$ cat config.mk
export PLATFORM = sky130hd
export DESIGN_NAME = rom_fetch_ctrl
export DESIGN_NICKNAME = d
export VERILOG_FILES = /design/src/rtl/rom_fetch_pkg.sv /design/src/rtl/rom_fetch_timer.sv /design/src/rtl/rom_fetch_ctrl.sv
export SDC_FILE = /design/constraint.sdc
export NUM_CORES = 1
export LEC_CHECK = 0
export BUFFER_PORTS_ARGS = -buffer_cell sky130_fd_sc_hd__buf_2
export CAP_MARGIN = 20
export CORE_AREA = 2 2 72 60
export CTS_CLUSTER_DIAMETER = 30
export DETAILED_ROUTE_END_ITERATION = 8
export DIE_AREA = 0 0 74 62
export PLACE_DENSITY = 0.79
export SETUP_SLACK_MARGIN = 0.02
export SKIP_CTS_REPAIR_TIMING = 1
export SLEW_MARGIN = 20
export SYNTH_ARGS = -nofsm -noshare
export SYNTH_HDL_FRONTEND = slang
export SYNTH_SLANG_ARGS = --single-unit
$ cat constraint.sdc
create_clock -name clk -period 4.1 [get_ports clk]
set_input_delay 0.615 -clock clk [delete_from_list [all_inputs] [get_ports clk]]
set_output_delay 0.615 -clock clk [all_outputs]
set_load 0.01 [all_outputs]
$ cat src/rtl/rom_fetch_pkg.sv
// Shared types and constants for the program-ROM fetch sequencer.
// Optional feature macro: ROM_FETCH_HALT_EN (halt-opcode detection).
package rom_fetch_pkg;

  typedef enum logic [1:0] {
    S_IDLE  = 2'd0,
    S_FETCH = 2'd1,
    S_HOLD  = 2'd2,
    S_HALT  = 2'd3
  } fetch_state_t;

  // ROM latency is at most 7, so three bits cover the wait counter.
  localparam int CNT_W = 3;

  // The halt opcode is the opcode field filled with this bit (all ones).
  localparam logic HALT_OP_BIT = 1'b1;

endpackage

$ cat src/rtl/rom_fetch_timer.sv
// ROM read-latency down-counter: loaded when a fetch starts, counts down
// while fetching, and flags zero when the ROM word is ready to latch.
module rom_fetch_timer
  import rom_fetch_pkg::*;
#(
  parameter int ROM_LAT = 1
) (
  input  logic clk,
  input  logic rst,
  input  logic load,
  input  logic en,
  output logic zero
);

  logic [CNT_W-1:0] cnt;

  // Load takes priority; counting stops at zero so the flag holds.
  always_ff @(posedge clk or negedge rst) begin
    if (!rst)                 cnt <= '0;
    else if (load)            cnt <= CNT_W'(ROM_LAT);
    else if (en && cnt != '0) cnt <= cnt - 1'b1;
  end

  assign zero = (cnt == '0);

endmodule

$ cat src/rtl/rom_fetch_ctrl.sv
// Instruction-fetch sequencer for the synchronous program ROM.
// Owns the PC, drives the registered ROM address, waits out the ROM
// latency, and hands the word to the execution stage via valid/ready.
// Optional feature macro: ROM_FETCH_HALT_EN -- when defined, an all-ones
// opcode field at handshake parks the controller in HALT until a jump.
module rom_fetch_ctrl
  import rom_fetch_pkg::*;
#(
  parameter int AW      = 10,
  parameter int DW      = 16,
  parameter int ROM_LAT = 1,
  parameter int OPW     = 4
) (
  input  logic          clk,
  input  logic          rst,
  input  logic          run,
  input  logic          step,
  input  logic          jump_en,
  input  logic [AW-1:0] jump_addr,
  output logic [AW-1:0] rom_addr,
  input  logic [DW-1:0] rom_data,
  output logic [DW-1:0] instr,
  output logic          instr_valid,
  input  logic          instr_ready,
  output logic [AW-1:0] pc,
  output logic          busy,
  output logic          halted
);

  if (OPW < 1 || OPW > DW || ROM_LAT < 1 || ROM_LAT > 7) begin : g_param_chk
    $error("rom_fetch_ctrl: OPW must be 1..DW and ROM_LAT 1..7");
  end

  fetch_state_t state, state_nxt;

  logic          t_zero;
  logic          start_fetch;
  logic          word_done;
  logic          hs;
  logic          halt_det;
  logic          pc_ld;
  logic [AW-1:0] pc_nxt;

`ifdef ROM_FETCH_HALT_EN
  assign halt_det = (instr[DW-1:DW-OPW] == {OPW{HALT_OP_BIT}});
`else
  assign halt_det = 1'b0;
`endif

  rom_fetch_timer #(.ROM_LAT(ROM_LAT)) u_timer (
    .clk  (clk),
    .rst  (rst),
    .load (start_fetch),
    .en   (state == S_FETCH),
    .zero (t_zero)
  );

  // State register.
  always_ff @(posedge clk or negedge rst) begin
    if (!rst) state <= S_IDLE;
    else      state <= state_nxt;
  end

  // Next-state logic; jump in IDLE/HALT wins over run/step.
  always_comb begin
    state_nxt = state;
    case (state)
      S_IDLE:  if (!jump_en && (run || step)) state_nxt = S_FETCH;
      S_FETCH: if (t_zero)                    state_nxt = S_HOLD;
      S_HOLD:  if (instr_ready)               state_nxt = halt_det ? S_HALT : S_IDLE;
      S_HALT:  if (jump_en)                   state_nxt = S_IDLE;
      default:                                state_nxt = S_IDLE;
    endcase
  end

  // Output / datapath-control decode from the current state.
  always_comb begin
    start_fetch = 1'b0;
    word_done   = 1'b0;
    hs          = 1'b0;
    pc_ld       = 1'b0;
    pc_nxt      = pc;
    busy        = 1'b0;
    halted      = 1'b0;
    case (state)
      S_IDLE: begin
        if (jump_en) begin
          pc_ld  = 1'b1;
          pc_nxt = jump_addr;
        end else if (run || step) begin
          start_fetch = 1'b1;
        end
      end
      S_FETCH: begin
        busy      = 1'b1;
        word_done = t_zero;
      end
      S_HOLD: begin
        busy = 1'b1;
        if (instr_ready) begin
          hs     = 1'b1;
          pc_ld  = 1'b1;
          pc_nxt = jump_en ? jump_addr : pc + 1'b1;  // natural wrap at 2^AW
        end
      end
      S_HALT: begin
        halted = 1'b1;
        if (jump_en) begin
          pc_ld  = 1'b1;
          pc_nxt = jump_addr;
        end
      end
      default: ;
    endcase
  end

  // PC, ROM address and instruction/valid registers.
  always_ff @(posedge clk or negedge rst) begin
    if (!rst) begin
      pc          <= '0;
      rom_addr    <= '0;
      instr       <= '0;
      instr_valid <= 1'b0;
    end else begin
      if (pc_ld)       pc       <= pc_nxt;
      if (start_fetch) rom_addr <= pc;
      if (word_done) begin
        instr       <= rom_data;
        instr_valid <= 1'b1;
      end
      if (hs)          instr_valid <= 1'b0;
    end
  end

endmodule

==> impl_metrics.toml <==
[grt]
grt_use_total = 0.185
antenna_found_initial = 0
grt_max_degree = 43
grt_overflow_total = 0
grt_pass1_vias = 1367
grt_pass1_wl_um = 6150

[clocking]
clk_pin_slew_ns = 0.08
clk_latency_ns = 0.30
cts_tree = "yes"
cts_buffers = 5
htreeDepth = 2
clock_sinks = 42
cts_buffer_depth = 2
cts-root-buf = "clkbuf_8"

[timing]
tightest_slew_ns = 0.906
slew_headroom = 0.396
fmax_mhz = 499
setup_viol = 0
rsz0062_at_grt = "no"
slew_viol_final = 0
post-route-period-util = 0.489
skew_ns = 0.00976
hold_viol = 0
period_minus_slack_ns = 2.01
tns_ns = 0

[power_and_ir_drop]
switching_share = 0.384
power_frac_seq = 0.378
power_switching_uw = 792
powerDensity_nw_per_um2 = 831
vdd_ir_drop_max_mv = 0.387
internal-power_uw = 1270
comb_power_share = 0.467
p_leak_uw = 0.00116
power.total_uw = 2060
clockPowerShare = 0.155

[yosys]
netlist-cell-type-count = 36
yosysWarnings = 0
postSynthNetCount = 209
syn_inst = 169
synthArstFlopShare = 1.00
synth_ff_type = "dfrtp_1"
avgSynthCellArea_um2 = 11.7
synth_enable_flop_cells = 0
ys_ff_latch = 42
ys_seq_area_frac = 0.531
synth_area_um2 = 1980

[critical_path]
slowest_stage = "nor3_4"
path_delay_family = "simple AND/OR/NAND/NOR gates"
r2r-start = "state[0]"
end_kind = "register"
cp-start-kind = "register"
reg2regPathDepth = 6
path_cells = "inv_1 > ha_1 > mux2i_1 > nor3_4 > o21ai_0 > mux2i_1"
worstPathRequired_ns = 4.31
arrival_ns = 2.22
cp_slowest_stage_delay_ns = 0.50
r2r_slack_ns = 2.09
cp-endpoint = "pc[0]"
cp_max_fo = 16
path_class = "reg -> reg"
worst-path-buf-inv = 1
worstReg2RegEnd = "pc[0]"
crit_top_cell = "mux2i_1"
startpoint = "state[0]"
path_depth = 6

[placed_design]
io_buffers = 70
place_congestion = 0.750
post-dp-hpwl_um = 2930

[floorplan]
fp.dieW_um = 74
ios = 71
rows = 21
die_area_um2 = 4590
core_area_um2 = 3970
initial_core_util = 0.499
die_h_um = 62

[status]
status = "finished clean"

[route]
drt_iter0_markers = 74
drt_first_pass_iters = 4
antenna_left = 0
drt-vias-per-instance = 5.13
num_vias = 1535
route.detailed.drc = 0
wl_per_cell_um = 13.5
routed_wl_um = 4030

[cells_and_area]
final_nets = 281
antenna_cells = 0
drive_above_1_share = 0.463
areaGrowthSynthToFinish_pct = 25.4
layout_commonest_cell = "buf_2"
layout_common_cells = "buf_2, dfrtp_1, mux2_2, a21oi_1, nand2_1"

[worst_hold_path]
hp-class = "in -> async"

[flow_run]
maxCapViolations = 0
-- registers in the layout, indices dropped and copies added (netlist names) --
| name | flops |
|---|---|
| state | 2 |
| instr | 16 |
| pc | 10 |
| instr_valid | 1 |
| u_timer.cnt | 3 |
| rom_addr | 10 |
-- per-stage QoR --
| step | util | std cells | setup WS (ns) | instance area (um^2) | hold WS (ns) |
|---|---|---|---|---|---|
| 4_1_cts | 0.626 | 299 | 2.07 | 2480 | 0.465 |
| 5_1_grt | 0.626 | 299 | 1.86 | 2480 | 0.504 |
| 6_report | 0.626 | 299 | 2.09 | 2480 | 0.436 |
| 3_5_place_dp | 0.598 | 291 | 2.13 | 2370 | 0.488 |
| 2_1_floorplan | - | 169 | 2.36 | 1980 | 0.319 |
| 3_3_place_gp | 0.598 | 291 | 2.21 | 2370 | 0.482 |
-- routing by layer --
metal	GRT usage	up-vias	wire, um
li1	-	749	-
met1	0.239	740	1850
met2	0.287	38	1950
met3	0.0468	8	140
met4	0.109	0	95
met5	0	-	0
-- synth_stat cells, types with 2 or more instances --
cell type  count  area share
mux2_2        27        0.15
buf_4          2      0.0076
nand2_1       13       0.025
o22ai_1        4       0.013
o21ai_0        7       0.018
dfrtp_1       42        0.53
buf_2          2      0.0051
nor2_1         7       0.013
a2bb2oi_1      2      0.0088
ha_1           8       0.051
o32ai_1        2      0.0088
nand3_1        4       0.010
or2_2          2      0.0063
mux2i_1        2       0.010
nor3_1         2      0.0051
inv_1          7       0.013
a31oi_1        2      0.0063
a21oi_1       15       0.038
nand2b_1       2      0.0063
-- final cells by class --
cell class                      count  area, um^2
Fill cell                         328        1480
Inverter                            7        26.3
Sequential cell                    42        1050
Timing Repair Buffer               70         350
Clock buffer                        6        72.6
Multi-Input combinational cell    115         875
Clock inverter                      2        37.5
Tap cell                           57        71.3
-- worst register-to-register path: cells and delay by family, from the launching register on --
family / cells / cell delay [ns]
fa+ha+maj: 1 / 0.34
flops: 1 / 0.43
simple gates: 1 / 0.50
mux: 2 / 0.37
buf+inv: 1 / 0.09
compound gates: 1 / 0.19
-- power by group through the flow --
| stage | registers, uW | logic (uW) | clock network [uW] |
|---|---|---|---|
| 2_1_floorplan | 854 | 575 | 0 |
| 3_3_place_gp | 775 | 943 | 0 |
| 3_5_place_dp | 788 | 969 | 0 |
| 4_1_cts | 782 | 975 | 330 |
| 5_1_grt | 812 | 1070 | 347 |
| 6_report | 781 | 964 | 319 |
-- worst min-delay path by stage --
| stage | startpoint | endpoint | depth (start not counted) |
|---|---|---|---|
| floorplan | rst | instr[0] | 0 |
| global route | rst | pc[8] | 1 |
| CTS | rst | rom_addr[1] | 1 |
| detailed placement | instr[15] | instr[15] | 1 |
| finish | rst | pc[8] | 1 |
| global placement | rom_addr[9] | rom_addr[9] | 1 |
-- cell families (layout without fill, tap and decap cells) --
| kind of cell | count (synthesis) | after routing | synth area share |
|---|---|---|---|
| adders and majority gates | 8 | 8 | 0.0505 |
| DFF | 42 | 42 | 0.531 |
| buffers and inverters | 12 | 85 | 0.0278 |
| xor gates and xnor gates | 1 | 1 | 0.00442 |
| muxes | 29 | 29 | 0.164 |
| AOI/OAI and AO/OA | 37 | 37 | 0.114 |
| and+or+nand+nor | 40 | 40 | 0.109 |
Power figures use the tool's default switching activity.
